[config.mk]
export PLATFORM = sky130hd
export DESIGN_NAME = exc_arbiter
export DESIGN_NICKNAME = d
export VERILOG_FILES = /design/src/rtl/cpu_defs.sv /design/src/rtl/exc_arbiter_prio_enc.sv /design/src/rtl/exc_arbiter.sv
export SDC_FILE = /design/constraint.sdc
export NUM_CORES = 1
export LEC_CHECK = 0
export BUFFER_PORTS_ARGS = -buffer_cell sky130_fd_sc_hd__buf_4
export CORE_AREA = 2 2 172 174
export DETAILED_ROUTE_END_ITERATION = 10
export DIE_AREA = 0 0 174 176
export SLEW_MARGIN = 20
export SYNTH_ARGS = -nofsm -noshare
export SYNTH_HDL_FRONTEND = slang
export SYNTH_SLANG_ARGS = --single-unit
[constraint.sdc]
create_clock -name clk -period 4.3 [get_ports clk]
set_input_delay 0.86 -clock clk [delete_from_list [all_inputs] [get_ports clk]]
set_output_delay 0.86 -clock clk [all_outputs]
set_load 0.03 [all_outputs]
[src/rtl/cpu_defs.sv]
// Shared CPU definitions for the MEM-stage exception arbiter.
// Build option: EXC_ARB_TLB_EN enables TLB exceptions, the refill vector and TLB ops.
package cpu_defs;

    typedef enum logic [3:0] {
        OP_NONE, OP_EXC, OP_BADVA, OP_TLB_EXC, OP_ERET, OP_MTC0, OP_TLBW, OP_TLBR, OP_TLBP
    } cp0_op_t;

    typedef enum logic [2:0] {TLB_NONE, TLB_WI, TLB_WR, TLB_R, TLB_P} tlb_req_t;

    typedef enum logic [2:0] {NO_EXC, REFILL_L, REFILL_S, INVALID_L, INVALID_S, MODIFIED} tlb_exc_t;

    typedef struct packed {
        logic [1:0] addr_err;    // 01 fetch AdEL, 10 data AdEL, 11 AdES
        logic       ri;
        logic       ov;
        logic       bp;
        logic       sys;
        logic       eret;
        logic       mtc0;
        tlb_req_t   tlb_req;
        tlb_exc_t   tlb_exc_if;
        tlb_exc_t   tlb_exc_mem;
    } exc_flags_t;

    typedef enum logic {IDLE, FLUSH} exc_arb_state_t;

    localparam logic [4:0] EXC_INT  = 5'd0;
    localparam logic [4:0] EXC_MOD  = 5'd1;
    localparam logic [4:0] EXC_TLBL = 5'd2;
    localparam logic [4:0] EXC_TLBS = 5'd3;
    localparam logic [4:0] EXC_ADEL = 5'd4;
    localparam logic [4:0] EXC_ADES = 5'd5;
    localparam logic [4:0] EXC_SYS  = 5'd8;
    localparam logic [4:0] EXC_BP   = 5'd9;
    localparam logic [4:0] EXC_RI   = 5'd10;
    localparam logic [4:0] EXC_OV   = 5'd12;

`ifdef EXC_ARB_TLB_EN
    localparam bit TLB_EN = 1'b1;
`else
    localparam bit TLB_EN = 1'b0;
`endif

endpackage

[src/rtl/exc_arbiter_prio_enc.sv]
// Per-slot exception priority encoder: flags + interrupt bit -> {is_exc, op, code, is_refill}.
module exc_prio_enc
    import cpu_defs::*;
(
    input  exc_flags_t  flags,
    input  logic        int_pend,
    output logic        is_exc,
    output cp0_op_t     op,
    output logic [4:0]  code,
    output logic        is_refill
);

    tlb_exc_t tlb_if;
    tlb_exc_t tlb_mem;
    tlb_req_t tlb_req;

    // Without TLB support the TLB fields read as idle.
    assign tlb_if  = TLB_EN ? flags.tlb_exc_if  : NO_EXC;
    assign tlb_mem = TLB_EN ? flags.tlb_exc_mem : NO_EXC;
    assign tlb_req = TLB_EN ? flags.tlb_req     : TLB_NONE;

    always_comb begin
        is_exc    = 1'b1;
        op        = OP_EXC;
        code      = EXC_INT;
        is_refill = 1'b0;
        if (int_pend) begin
            code = EXC_INT;
        end else if (flags.addr_err == 2'b01) begin
            op   = OP_BADVA;
            code = EXC_ADEL;
        end else if (tlb_if != NO_EXC) begin
            op        = OP_TLB_EXC;
            code      = EXC_TLBL;
            is_refill = (tlb_if == REFILL_L) || (tlb_if == REFILL_S);
        end else if (flags.ri) begin
            code = EXC_RI;
        end else if (flags.ov) begin
            code = EXC_OV;
        end else if (flags.bp) begin
            code = EXC_BP;
        end else if (flags.sys) begin
            code = EXC_SYS;
        end else if (flags.addr_err != 2'b00) begin
            op   = OP_BADVA;
            code = (flags.addr_err == 2'b11) ? EXC_ADES : EXC_ADEL;
        end else if (tlb_mem != NO_EXC) begin
            op = OP_TLB_EXC;
            case (tlb_mem)
                REFILL_L:  begin code = EXC_TLBL; is_refill = 1'b1; end
                REFILL_S:  begin code = EXC_TLBS; is_refill = 1'b1; end
                INVALID_L: code = EXC_TLBL;
                INVALID_S: code = EXC_TLBS;
                default:   code = EXC_MOD;
            endcase
        end else begin
            is_exc = 1'b0;
            code   = 5'd0;
            if (flags.eret)      op = OP_ERET;
            else if (flags.mtc0) op = OP_MTC0;
            else begin
                case (tlb_req)
                    TLB_WI, TLB_WR: op = OP_TLBW;
                    TLB_R:          op = OP_TLBR;
                    TLB_P:          op = OP_TLBP;
                    default:        op = OP_NONE;
                endcase
            end
        end
    end

endmodule

[src/rtl/exc_arbiter.sv]
// Multi-slot precise-exception arbiter: oldest-slot selection, interrupt sync, CP0 commit + flush handshake.
// Build option: EXC_ARB_TLB_EN (see cpu_defs).
module exc_arbiter
    import cpu_defs::*;
#(
    parameter int          NSLOT       = 2,
    parameter logic [31:0] EXC_BASE    = 32'hBFC00380,
    parameter logic [31:0] REFILL_BASE = 32'hBFC00200,
    parameter int          INT_SYNC    = 2
) (
    input  logic                        clk,
    input  logic                        rst,
    input  logic [5:0]                  ext_int,
    input  logic [NSLOT-1:0]            slot_valid,
    input  logic [NSLOT-1:0][31:0]      slot_pc,
    input  logic [NSLOT-1:0][31:0]      slot_pcminus4,
    input  logic [NSLOT-1:0]            slot_bd,
    input  logic [NSLOT-1:0][31:0]      slot_badvaddr,
    input  exc_flags_t [NSLOT-1:0]      slot_flags,
    input  logic [31:0]                 cp0_status,
    input  logic [31:0]                 cp0_cause,
    input  logic [31:0]                 cp0_epc,
    input  logic                        flush_ack,
    output logic                        commit_valid,
    output logic                        commit_exc,
    output cp0_op_t                     commit_op,
    output logic [4:0]                  commit_code,
    output logic [31:0]                 commit_epc,
    output logic                        commit_bd,
    output logic [31:0]                 commit_badvaddr,
    output logic [31:0]                 commit_target,
    output logic [NSLOT-1:0]            kill_mask,
    output logic                        flush_req
);

    localparam int IW = (NSLOT > 1) ? $clog2(NSLOT) : 1;

    logic [INT_SYNC-1:0][5:0] int_sync;
    logic [7:0]               ip;
    logic                     int_pend;
    logic                     exl;
    logic                     unused_bits;

    always_ff @(posedge clk) begin
        if (rst) begin
            int_sync <= '0;
        end else begin
            int_sync[0] <= ext_int;
            for (int i = 1; i < INT_SYNC; i++) int_sync[i] <= int_sync[i-1];
        end
    end

    assign exl         = cp0_status[1];
    assign ip          = {int_sync[INT_SYNC-1], cp0_cause[9:8]};
    assign int_pend    = (|(ip & cp0_status[15:8])) && cp0_status[0] && !exl;
    assign unused_bits = ^{cp0_status[31:16], cp0_status[7:2], cp0_cause[30:10], cp0_cause[7:0]};

    logic [NSLOT-1:0]          s_exc, s_refill, cand;
    cp0_op_t [NSLOT-1:0]       s_op;
    logic [NSLOT-1:0][4:0]     s_code;

    // Interrupts are taken only on the oldest slot, and only when it holds a real instruction.
    for (genvar g = 0; g < NSLOT; g++) begin : g_slot
        exc_prio_enc u_enc (
            .flags     (slot_flags[g]),
            .int_pend  ((g == 0) ? (int_pend & slot_valid[0]) : 1'b0),
            .is_exc    (s_exc[g]),
            .op        (s_op[g]),
            .code      (s_code[g]),
            .is_refill (s_refill[g])
        );
        assign cand[g] = slot_valid[g] && (s_exc[g] || (s_op[g] != OP_NONE));
    end

    logic              has_win;
    logic [IW-1:0]     win;
    logic [NSLOT-1:0]  kill;

    always_comb begin
        has_win = 1'b0;
        win     = '0;
        for (int i = NSLOT - 1; i >= 0; i--) begin
            if (cand[i]) begin
                has_win = 1'b1;
                win     = IW'(i);
            end
        end
        kill = '0;
        for (int i = 0; i < NSLOT; i++) kill[i] = has_win && (i > int'(win));
    end

    logic [31:0] epc_nx, bva_nx, tgt_nx;
    logic        bd_nx;

    always_comb begin
        epc_nx = exl ? cp0_epc : (slot_bd[win] ? slot_pcminus4[win] : slot_pc[win]);
        bd_nx  = exl ? cp0_cause[31] : slot_bd[win];
        bva_nx = ((TLB_EN && (slot_flags[win].tlb_exc_if != NO_EXC)) || (slot_flags[win].addr_err == 2'b01))
                 ? slot_pc[win] : slot_badvaddr[win];
        if (s_op[win] == OP_ERET)          tgt_nx = cp0_epc;
        else if (s_refill[win] && !exl)    tgt_nx = REFILL_BASE;
        else                               tgt_nx = EXC_BASE;
    end

    exc_arb_state_t state, state_nx;
    logic           commit_en;

    always_ff @(posedge clk) begin
        if (rst) state <= IDLE;
        else     state <= state_nx;
    end

    always_comb begin
        state_nx  = state;
        commit_en = 1'b0;
        case (state)
            IDLE: begin
                if (has_win) begin
                    commit_en = 1'b1;
                    if (s_exc[win] || (s_op[win] == OP_ERET)) state_nx = FLUSH;
                end
            end
            FLUSH:   if (flush_ack) state_nx = IDLE;
            default: state_nx = IDLE;
        endcase
    end

    assign flush_req = (state == FLUSH);

    // Record fields hold their last value between commits.
    always_ff @(posedge clk) begin
        if (rst) begin
            commit_valid    <= 1'b0;
            commit_exc      <= 1'b0;
            commit_op       <= OP_NONE;
            commit_code     <= 5'd0;
            commit_epc      <= 32'd0;
            commit_bd       <= 1'b0;
            commit_badvaddr <= 32'd0;
            commit_target   <= EXC_BASE;
            kill_mask       <= '0;
        end else begin
            commit_valid <= commit_en;
            kill_mask    <= commit_en ? kill : '0;
            if (commit_en) begin
                commit_exc      <= s_exc[win];
                commit_op       <= s_op[win];
                commit_code     <= s_code[win];
                commit_epc      <= epc_nx;
                commit_bd       <= bd_nx;
                commit_badvaddr <= bva_nx;
                commit_target   <= tgt_nx;
            end
        end
    end

endmodule

==> key figures <==
Logic synthesis
  • YS warnings: 0
  • Syn Area/Cell: 8.85 sq um
  • Primary FF master, synth: dfxtp_1
  • Number of flops mapped to enable cells by yosys: 0
  • Synthesized instance count: 765
  • Flops & latches, synth: 120
  • Synth Cell Area: 6770 sq um
  • Distinct cells, synth: 48
  • Sequential-to-total area share from yosys stat: 0.355
  • Async S/R FF share, synth: 0

Clock tree
  • CTS Buf Count: 17
  • Post-CTS resize count: 0
  • Clock Latency Late Sink: around 0.41 ns
  • Bufs on Longest Clock Path: 2
  • Reg clk slew, reported paths: 0.06 ns
  • CTS Sinks: 120
  • Post-CTS Hold Fix Bufs: 0
  • Post-CTS setup buffer count: 0
  • CTS H-tree lvls: 4
  • Root Driver: clkbuf_16
  • TritonCTS clock tree: yes

Detailed routing
  • Post-Route WL: 32800 um
  • Drt pass-1 iters: 4
  • Initial DRC Count: 450
  • DR vias: roughly 7500
  • Via/cell ratio: 5.02
  • Avg WL per Cell: between 20 and 25 um
  • DRC errors left: 0
  • Number of routed nets with antenna violations: 0

Timing
  • Fin. max-slew vios: 0
  • # setup viols final: 0
  • RSZ-0062 raised after global routing: no
  • Achievable Freq: 304 MHz
  • Rel. slew slack: 0.340
  • PnR worst setup slack: 1.01 ns
  • Worst-Margin Slew: 0.990 ns
  • Crit share post-route: 0.766
  • Setup TNS: 0 ns
  • Final Hold Viols: 0
  • Final Skew: 0.0130 ns
  • Tmin final: 3.29 ns

Setup path
  • Worst Path Buf+Inv: 3
  • Crit-path max cell delay: 0.65 ns
  • Worst setup SP type: primary input
  • CP dominant cell by count: buf_4
  • CP top delay family: simple AND/OR/NAND/NOR gates
  • WP data arrival: about 3.6 ns
  • CP max-delay cell: or4_1
  • Worst path required time: 4.64 ns
  • Worst-path cell chain: buf_4, or4_1, o41ai_2, buf_4, nand2b_2, nor2_4, buf_4, a211o_1, a21oi_1
  • CP Max Fanout: 36
  • Kind of end point of the critical path: flip-flop
  • Critical path type: primary input to flip-flop

Placed design
  • Port Buf Inserts: 373
  • GPL Wtd Cong: 0.894
  • Worst slack, placed: 0.569 ns
  • Dpl hpwl: about 24000 um

Power and ir drop
  • Maximum VDD drop: 254 uV
  • Leak pwr: 4.70 nW
  • Pwr/cell area: approximately 360 nW/um^2

Die
  • Height of the die: 176 um
  • Die Width: 174 um
  • Die area: roughly 31000 sq um
  • Initial Util: 0.237
  • IO Count: 446
  • Core area: 28500 sq um
  • Site row count: 62

GRT
  • Initial antenna violation count: 1
  • Largest net degree at the start of global routing: 67
  • Remaining global-route overflow: 0
  • Total GRT Usage: 0.207
  • Global-route wire length before repair: 48000 um
  • Vias in the first global route: 7577

Worst hold path
  • Worst hold-check path type: flip-flop to flip-flop

Layout
  • Commonest non-fill, non-tap cells in the layout: buf_4, dfxtp_1, mux2i_1
  • Commonest non-fill, non-tap cell in the layout: buf_4
  • Fill count: between 2000 and 3000
  • Sequential cell area: between 2000 and 2500 sq um
  • Area Growth Syn to Fin: 55.3%
  • Multi-input logic area: 4040 sq um
  • Share of post-route cells with drive strength above 1: 0.398
  • # nets final: 1426

Run
  • Max-cap viol count: 0

Run status
  • Status: finished, final reports clean
-- layer usage --
metal	part of all wire	routed length, um	vias to the layer above	track usage
li1	-	-	3540	-
met1	0.46	15100	3614	0.286
met2	0.46	15200	284	0.328
met3	0.053	1730	40	0.0411
met4	0.023	741	2	0.0613
met5	0.00037	12	-	0
-- power by group --
part | internal (W) | total, W | switching [W] | leakage (nW)
combinational | 0.000448 | 0.00104 | 0.000589 | 3.42
sequential | 0.00120 | 0.00124 | 0.0000448 | 0.988
clock | 0.000935 | 0.00152 | 0.000587 | 0.298
-- through the flow --
| step | hold slack, ns | power, W | util | cells | area, sq um |
|---|---|---|---|---|---|
| 3_5_place_dp | 0.424 | 0.00231 | 0.347 | 1456 | 9900 |
| 6_report | 0.437 | 0.00380 | 0.368 | 1489 | 10500 |
| 4_1_cts | 0.431 | 0.00383 | 0.368 | 1488 | 10500 |
| 3_3_place_gp | 0.415 | 0.00230 | 0.347 | 1456 | 9900 |
| 5_1_grt | 0.447 | 0.00395 | 0.368 | 1488 | 10500 |
| 2_1_floorplan | 0.414 | 0.00180 | - | 767 | 6780 |
-- layout make-up --
| class | count | area share |
|---|---|---|
| Tap cell | 384 | 0.0457 |
| Clock buffer | 19 | 0.0421 |
| Multi-Input combinational cell | 556 | 0.385 |
| Inverter | 7 | 0.00250 |
| Clock inverter | 13 | 0.0161 |
| Sequential cell | 120 | 0.229 |
| Antenna cell | 1 | 0.000238 |
| Timing Repair Buffer | 389 | 0.280 |
-- registers in the layout (all words and copies together) (netlist names) --
| name | flops |
|---|---|
| commit_op | 3 |
| commit_code | 4 |
| commit_epc | 32 |
| int_sync | 12 |
| commit_bd | 1 |
| commit_exc | 1 |
| commit_badvaddr | 32 |
| commit_target | 32 |
| kill_mask | 1 |
| commit_valid | 1 |
| flush_req | 1 |
-- cells by family after synthesis --
group                  after synthesis  share of synthesized area
AOI/OAI and AO/OA                  300                      0.314
buffers and inverters               91                     0.0562
DFF                                120                      0.355
muxes                               97                      0.144
other                                1                   0.000554
and+or+nand+nor                    156                      0.130
-- worst paths after layout --
check / start / slack, ns / depth (start not counted) / end
worst max-delay path: slot_flags[31] / 1.01 / 9 / commit_epc[17]$_SDFFE_PP0N_
worst min-delay path: int_sync[5]$_SDFF_PP0_ / 0.44 / 1 / int_sync[11]$_SDFF_PP0_
worst max register to register: int_sync[7]$_SDFF_PP0_ / 1.82 / 8 / commit_target[26]$_SDFFE_PP1N_
worst min register to register: int_sync[5]$_SDFF_PP0_ / 0.44 / 1 / int_sync[11]$_SDFF_PP0_
-- cells in the mapped netlist (2+ instances only) --
| cell | number | area [sq um] |
|---|---|---|
| a21oi_1 | 73 | 365 |
| o21ai_0 | 76 | 380 |
| dfxtp_1 | 120 | 2400 |
| o41ai_2 | 2 | 32.5 |
| nor3_1 | 4 | 20.0 |
| a221o_1 | 2 | 20.0 |
| a221oi_1 | 34 | 298 |
| buf_4 | 3 | 22.5 |
| or3_1 | 2 | 12.5 |
| a211o_1 | 32 | 280 |
| o22a_1 | 12 | 105 |
| buf_6 | 2 | 22.5 |
| nand2_1 | 42 | 158 |
| nor2_1 | 11 | 41.3 |
| a22o_1 | 20 | 175 |
| a31o_2 | 2 | 17.5 |
| inv_1 | 7 | 26.3 |
| buf_1 | 6 | 22.5 |
| nand2b_1 | 2 | 12.5 |
| a31oi_1 | 5 | 31.3 |
| a22oi_1 | 4 | 30.0 |
| a32o_1 | 32 | 320 |
| or2_2 | 2 | 12.5 |
| or4_1 | 2 | 15.0 |
| nor3b_1 | 2 | 15.0 |
| mux2i_1 | 96 | 961 |
| nor2b_1 | 78 | 488 |
| buf_2 | 10 | 50.1 |
| clkbuf_1 | 63 | 236 |
No activity file was read; power rests on OpenSTA's default activity.
